--- src/rtl/tag_alloc.sv ---
// Round-robin free-list allocator for W tags; offers the free tag nearest below the pointer (circular).
// Optional sticky protocol checker enabled by defining TAG_ALLOC_CHECK_EN.
module tag_alloc #(
  parameter int W = 16,
  parameter bit INFER = 1'b0,
  localparam int LW = $clog2(W),
  localparam int CW = $clog2(W + 1)
) (
  input  logic          clk,
  input  logic          rst,
  input  logic          alloc_i,
  output logic          alloc_rdy_o,
  output logic [LW-1:0] alloc_tag_o,
  input  logic          free_vld_i,
  input  logic [LW-1:0] free_tag_i,
  input  logic          flush_i,
  output logic [W-1:0]  busy_o,
  output logic [CW-1:0] cnt_o,
  output logic          full_o,
  output logic          empty_o,
  output logic          err_o
);

  if (W < 2) begin : g_bad_w
    $error("tag_alloc: W must be at least 2");
  end

  localparam logic [LW:0] W_L = (LW + 1)'(W);

  logic [W-1:0]  busy_r, busy_n;
  logic [LW-1:0] ptr_r, ptr_n;
  logic [CW-1:0] cnt_r, cnt_n;
  logic [LW-1:0] cand;

  logic fire;
  logic free_ok;
  logic busy_at_free;
  logic dec;

  // Candidate search; both variants examine ptr-1 down to 0, then W-1 down to ptr.
  if (INFER) begin : g_rot
    logic [2*W-1:0] dbl;
    logic [W-1:0]   rot;
    logic [LW:0]    off;
    logic [LW:0]    sum;

    always_comb begin
      dbl = {busy_r, busy_r};
      rot = W'(dbl >> ptr_r);
      off = '0;
      for (int j = 0; j < W; j++) begin
        if (!rot[j]) off = (LW + 1)'(j);
      end
      sum = {1'b0, ptr_r} + off;
      if (sum >= W_L) sum = sum - W_L;
      cand = LW'(sum);
    end
  end else begin : g_pos
    logic [W-1:0]  free_v;
    logic [W-1:0]  below;
    logic [W-1:0]  free_lo;
    logic [LW-1:0] cand_lo;
    logic [LW-1:0] cand_all;

    for (genvar t = 0; t < W; t++) begin : g_below
      assign below[t] = (LW'(t) < ptr_r);
    end

    assign free_v  = ~busy_r;
    assign free_lo = free_v & below;

    always_comb begin
      cand_lo  = '0;
      cand_all = '0;
      for (int i = 0; i < W; i++) begin
        if (free_lo[i]) cand_lo = LW'(i);
        if (free_v[i])  cand_all = LW'(i);
      end
      cand = (|free_lo) ? cand_lo : cand_all;
    end
  end

  assign alloc_rdy_o = ~(&busy_r) & ~flush_i;
  assign alloc_tag_o = cand;
  assign fire        = alloc_i & alloc_rdy_o;

  // Tags >= W only exist when W is not a power of two; such frees are ignored.
  assign free_ok      = ({1'b0, free_tag_i} < W_L);
  assign busy_at_free = free_ok & busy_r[free_tag_i];
  // The offered tag is always free, so only a release of a busy tag lowers the count.
  assign dec          = free_vld_i & busy_at_free;

  always_comb begin
    busy_n = busy_r;
    ptr_n  = ptr_r;
    cnt_n  = cnt_r + CW'(fire) - CW'(dec);
    if (free_vld_i && free_ok) busy_n[free_tag_i] = 1'b0;
    if (fire) begin
      busy_n[alloc_tag_o] = 1'b1;
      ptr_n               = alloc_tag_o;
    end
    if (flush_i) begin
      busy_n = '0;
      ptr_n  = '0;
      cnt_n  = '0;
    end
  end

  always_ff @(posedge clk) begin
    if (rst) begin
      busy_r <= '0;
      ptr_r  <= '0;
      cnt_r  <= '0;
    end else begin
      busy_r <= busy_n;
      ptr_r  <= ptr_n;
      cnt_r  <= cnt_n;
    end
  end

`ifdef TAG_ALLOC_CHECK_EN
  logic err_r;
  logic same_tag;
  logic err_set;

  assign same_tag = fire & (free_tag_i == alloc_tag_o);
  assign err_set  = (free_vld_i & ~busy_at_free & ~same_tag)
                  | (free_vld_i & same_tag)
                  | (alloc_i & ~alloc_rdy_o & ~flush_i);

  // Sticky until reset; flush deliberately leaves it alone.
  always_ff @(posedge clk) begin
    if (rst)          err_r <= 1'b0;
    else if (err_set) err_r <= 1'b1;
  end

  assign err_o = err_r;
`else
  assign err_o = 1'b0;
`endif

  assign busy_o  = busy_r;
  assign cnt_o   = cnt_r;
  assign full_o  = (cnt_r == CW'(W));
  assign empty_o = (cnt_r == '0);

endmodule

--- config.mk ---
export PLATFORM = sky130hd
export DESIGN_NAME = tag_alloc
export DESIGN_NICKNAME = d
export VERILOG_FILES = /design/src/rtl/tag_alloc.sv
export SDC_FILE = /design/constraint.sdc
export NUM_CORES = 1
export LEC_CHECK = 0
export ABC_AREA = 1
export CAP_MARGIN = 40
export CORE_MARGIN = 2
export CORE_UTILIZATION = 45
export CTS_BUF_LIST = sky130_fd_sc_hd__clkbuf_2 sky130_fd_sc_hd__clkbuf_4 sky130_fd_sc_hd__clkbuf_8
export CTS_CLUSTER_SIZE = 40
export DETAILED_ROUTE_END_ITERATION = 6
export PLACE_DENSITY = 0.69
export SLEW_MARGIN = 25
export SYNTH_ARGS = -nofsm -noshare
export SYNTH_HDL_FRONTEND = slang
export SYNTH_SLANG_ARGS = --single-unit
--- constraint.sdc ---
create_clock -name clk -period 3.65 [get_ports clk]
set_input_delay 0.73 -clock clk [delete_from_list [all_inputs] [get_ports clk]]
set_output_delay 0.73 -clock clk [all_outputs]
set_load 0.01 [all_outputs]
# Word level (Yosys, flattened, before mapping)
# Index checks and enable logic that the tools add are counted.
# W data, S select, Z words.
[word_totals]
ff_bits = 25
in_bits = 9
out_inout_bits = 29
elab_cells = 81
[classes]
n_addsub = 2
magnitude_cmp = 20
n_eq_ne = 1
mux = 39
bitwise_logic = 10
reduce_logical = 6
[op_table]
columns = ["operator", "count"]
rows = [
  ["$mux W4", 27],
  ["$and A16 B16 Y16", 2],
  ["$lt A4 B4 Y1 const A", 8],
  ["$mux W16", 2],
  ["$not A16 Y16", 2],
  ["$lt A3 B4 Y1 const A", 4],
  ["$or A16 B16 Y16", 1],
  ["$reduce_and A16 Y1", 1],
  ["$reduce_or A16 Y1", 1],
  ["$lt A4 B5 Y1 const B", 2],
  ["$demux W1 S4", 2],
  ["$ge A4 B1 Y1 const B", 2],
  ["$lt A1 B4 Y1 const A", 2],
  ["$lt A2 B4 Y1 const A", 2],
  ["$add A5 B1 Y5", 1],
  ["$eq A5 B5 Y1 const B", 1],
  ["$logic_not A5 Y1", 1],
  ["$mux W1", 5],
  ["$sub A5 B1 Y5", 1],
  ["$bmux W1 S4", 1],
  ["$mux W2", 2],
  ["$and A1 B1 Y1", 3],
  ["$logic_and A1 B1 Y1", 2],
  ["$not A1 Y1", 2],
  ["$reduce_or A2 Y1", 1],
]

# Depth between registers and ports, before layout
[logic_depth]
word_depth = 24
ltp_mapped = 19
ltp_nobuf = 19

# Worst setup path after synthesis
# OpenSTA, ideal clock, no wires.
[synth_timing]
path_kind = "reg2reg"
start = "register busy_r[12], in the netlist busy_o[12]"
end = "register cnt_r[4], in the netlist cnt_o[4]"
setup_time_ps = 80
t_arrival_ps = 2827
t_required_ps = 3570
path_slack_ps = 743
stages_incl_launch_ff = 16
n_path_buf = 0
period_less_slack_ps = 2907
path_cell_list = "dfxtp_1 -> inv_1 -> nor4_1 -> a41oi_1 -> nand2_2 -> ha_1 -> inv_1 -> ha_1 -> inv_1 -> fa_1 -> inv_1 -> nand2_1 -> a21oi_1 -> nor2_1 -> nand2_1 -> nor3b_1"
[synth_between]
elab_chain_len = 6
elab_cells_between_ends = 9
classes_between = "2 x add/sub; 2 x mux; 4 x bitwise; 1 x reduce/logical"
[synth_rtl]
columns = ["item", "line", "source"]
rows = [
  ["from (decl)", "30", "logic [W-1:0] busy_r, busy_n;"],
  ["from (signal assigned)", "115", "busy_r <= busy_n;"],
  ["$reduce_and A16 Y1", "83", "assign alloc_rdy_o = ~(&busy_r) & ~flush_i;"],
  ["$not A1 Y1", "83", ""],
  ["$and A1 B1 Y1", "83", ""],
  ["named net alloc_rdy_o", "12", "output logic alloc_rdy_o,"],
  ["$and A1 B1 Y1", "85", "assign fire = alloc_i & alloc_rdy_o;"],
  ["$add A5 B1 Y5", "96", "cnt_n = cnt_r + CW'(fire) - CW'(dec);"],
  ["$sub A5 B1 Y5", "96", ""],
  ["to (signal assigned)", "117", "cnt_r <= cnt_n;"],
  ["to (decl)", "32", "logic [CW-1:0] cnt_r, cnt_n;"],
]
# The timed path passes the listed nets, and every way through them passes these cells. The select of a mux whose other input is x is not followed.
# A chain may end at the register's enable or synchronous reset.

# Final worst setup path
[layout_timing]
start = "input free_tag_i[0]"
end = "register cnt_r[4], in the netlist cnt_o[4]"
[layout_between]
elab_chain_len = 4
[layout_rtl]
columns = ["item", "line", "source"]
rows = [
  ["from (decl)", "15", "input logic [LW-1:0] free_tag_i,"],
  ["$bmux W1 S4", "89", "assign busy_at_free = free_ok & busy_r[free_tag_i];"],
  ["$mux W1 (implied by the code)", "89", ""],
  ["$and A1 B1 Y1", "91", "assign dec = free_vld_i & busy_at_free;"],
  ["$sub A5 B1 Y5", "96", ""],
]
# No other way between the ends. The select of a mux whose other input is x is not followed.

==> impl_metrics.json <==
{
  "hold_viol": 0,
  "routed_wl_um": 5370,
  "port-buffer-count": 36,
  "start_util_pct": 46.2,
  "synth_edf_count": 0,
  "vias": 2038,
  "internal_power_mw": 0.440,
  "hold_class": "reg2reg",
  "drc": 0,
  "grtUsageTotal_pct": 25.8,
  "drtIter0Drc": 200,
  "crit_end": "cnt_o[4]$_SDFF_PP0_",
  "grt_max_degree": 26,
  "clk-insertion-delay-late_ns": 0.28,
  "ant_nets": 0,
  "criticalPathCategory": "in2reg",
  "cp-startpoint": "free_tag_i[0]",
  "yosysTopAreaCellShare_pct": 27.5,
  "coreArea_mm2": 0.00394,
  "antenna_found_initial": 0,
  "status": "completed",
  "finalCriticalPeriod_ns": 3.38,
  "period_share_pct": 92.6,
  "p_clk_share_pct": 25.1,
  "synth_seq_cells": 25,
  "synth_nets": 303,
  "skew_ns": 0.00167,
  "seq_area_frac_synth_pct": 27.5,
  "p_leak_nw": 0.919,
  "clk_pin_slew_ns": 0.09,
  "synth_area_leader_cell": "dfxtp_1",
  "reg2reg_to": "cnt_o[4]$_SDFF_PP0_",
  "numCtsBuffers": 3,
  "grt_pass1_wl_um": 8890,
  "cts.path.max_buffers": 2,
  "antenna_cells": 0,
  "reg2reg_depth": 15,
  "power_density_mw_per_mm2": 302,
  "pwr-share-seq_pct": 41.3,
  "postSynth.asyncResetShare_pct": 0,
  "dieArea_mm2": 0.00457,
  "postSynthAreaPerCell_um2": 6.35,
  "vdd_drop_max_v": 0.000210,
  "firstDrtPassIters": 4,
  "fin_setup_tns_ns": 0,
  "switchingPower_mw": 0.253,
  "clock_tree.root_cell": "clkbuf_8",
  "crit_path_max_fanout": 5,
  "synth_flop_cell": "dfxtp_1",
  "setup_viol": 0,
  "synth.area.top_cells": "dfxtp_1 (27%), nand2_1 (13%), inv_1 (8.2%)",
  "swShare_pct": 36.5,
  "cap_violations": 0,
  "crit_path_end_kind": "flop",
  "reg2reg_from": "busy_o[12]$_SDFF_PP0_",
  "htreeDepth": 1,
  "netlist_area_mm2": 0.00182,
  "required_ns": 3.85,
  "tritoncts": "yes",
  "r2r_slack_ns": 0.59,
  "dp_hpwl_um": 4140,
  "cts.sink_count": 25,
  "die_w_um": 67.6,
  "io_pins": 38,
  "area_delta_synth_final_pct": 26.0,
  "num_rows": 23,
  "max_freq_mhz": 296,
  "relSlewSlack_pct": 60.2,
  "combPwrFrac_pct": 33.7,
  "cp-start-kind": "input port",
  "rsz0062_at_grt": "no",
  "arrival_ns": 3.58,
  "vias_per_cell": 5.43,
  "drive_gt1_share_pct": 8.92,
  "wl_per_cell_um": 14.3,
  "nets": 342,
  "synth_cells": 287,
  "gp_congestion": 0.899,
  "synth_warnings": 0,
  "hold_buffers": 0,
  "grt_pass1_vias": 1833,
  "ys_types": 37,
  "fp.dieH_um": 67.6,
  "tightestPinTransition_ns": 0.591,
  "grt_remaining_overflow": 0,
  "drv_slew": 0,
  "p_total_mw": 0.693
}
==> worst min path at each step <==
stage                          start                    end  cells after the start
6_report        busy_o[2]$_SDFF_PP0_   busy_o[2]$_SDFF_PP0_                      2
5_1_grt         busy_o[3]$_SDFF_PP0_   busy_o[3]$_SDFF_PP0_                      2
4_1_cts         busy_o[2]$_SDFF_PP0_   busy_o[2]$_SDFF_PP0_                      2
3_5_place_dp    busy_o[2]$_SDFF_PP0_   busy_o[2]$_SDFF_PP0_                      2
3_3_place_gp    busy_o[3]$_SDFF_PP0_   busy_o[3]$_SDFF_PP0_                      2
2_1_floorplan  ptr_r[2]$_SDFFE_PP0P_  ptr_r[2]$_SDFFE_PP0P_                      2
==> area by class of cell <==
type | count | area (um2)
Fill cell | 386 | 1650
Multi-Input combinational cell | 211 | 1120
Sequential cell | 25 | 503
Timing Repair Buffer | 39 | 383
Inverter | 46 | 173
Tap cell | 50 | 62.6
Clock buffer | 3 | 41.3
Clock inverter | 1 | 7.51
==> Yosys cell counts, drive strengths merged, types with 2 or more instances <==
library cell / number
a21oi: 22
a22oi: 3
a31oi: 3
a41oi: 2
buf: 2
clkbuf: 3
dfxtp: 25
ha: 6
inv: 45
nand2: 69
nand3: 21
nand4: 9
nor2: 30
nor3: 4
nor3b: 2
o211ai: 3
o21ai: 25
o221ai: 3
o22ai: 2
xor2: 2
==> kinds of logic (layout without fill, tap and decap cells) <==
kind of cell	count (synthesis)	in the layout	synth area share, %
AO/OA/AOI/OAI	64	64	20.1
XOR/XNOR	2	2	0.962
adder cells (fa/ha/maj)	7	7	5.22
buffers and inverters	51	89	10.8
flip-flops	25	25	27.5
other	1	1	0.206
AND/OR/NAND/NOR	137	137	35.2
==> placed cells by master (no fill, tap or decap), types with 5 or more instances in the layout <==
master,netlist,layout
o21ai_0,23,23
nand3_1,20,20
nand4_1,9,9
ha_1,6,6
nand2_2,6,6
dfxtp_1,25,23
nor2_1,27,27
a21oi_1,21,21
inv_1,40,40
nand2_1,62,62
inv_2,5,5
clkdlybuf4s50_1,0,36
==> metrics by stage <==
step / instance area, um2 / worst slack [ns] / util, % / std cells / hold slack, ns
after CTS: 2290 / 0.239 / 58.1 / 375 / 0.523
after floorplan: 1820 / 0.743 / - / 287 / 0.522
after global placement: 2240 / 0.107 / 56.9 / 371 / 0.520
after detailed placement: 2240 / 0.00107 / 56.9 / 371 / 0.509
after global routing: 2290 / 0.0101 / 58.2 / 375 / 0.567
final: 2290 / 0.269 / 58.2 / 375 / 0.522
==> worst max-delay path: stages <==
cell	delay, ns
clkdlybuf4s50_1	0.53
inv_1	0.08
nor2_1	0.25
inv_1	0.09
o22ai_1	0.11
o21ai_0	0.10
a41oi_1	0.24
ha_1	0.26
inv_1	0.06
ha_1	0.15
inv_1	0.05
fa_1	0.40
inv_1	0.07
nand2_1	0.05
a21oi_1	0.13
nor2_1	0.06
nand2_1	0.05
nor3b_1	0.16
==> timing repair <==
item / 4_1_cts / 5_1_grt
buffers inserted: 0 / 0
setup endpoints to repair: 0 / 1
gates resized for setup: 0 / 2
==> layer usage <==
metal  routed length, um  track usage [%]
met5                   0                0
met4                  55             7.14
met3                 325             4.00
met1                2510             36.3
met2                2470             40.6
==> flip-flops by register name (all words and copies together) (netlist names) <==
name,cells
busy_o,16
cnt_o,5
ptr_r,4
==> power groups by stage <==
| stage | Combinational (mW) | Sequential, mW | Clock, mW |
|---|---|---|---|
| floorplan | 0.141 | 0.292 | 0 |
| CTS | 0.231 | 0.286 | 0.180 |
| global route | 0.256 | 0.287 | 0.186 |
| finish | 0.233 | 0.286 | 0.174 |
| detailed placement | 0.230 | 0.292 | 0 |
| global placement | 0.230 | 0.292 | 0 |
No activity file was read; power rests on OpenSTA's default activity.
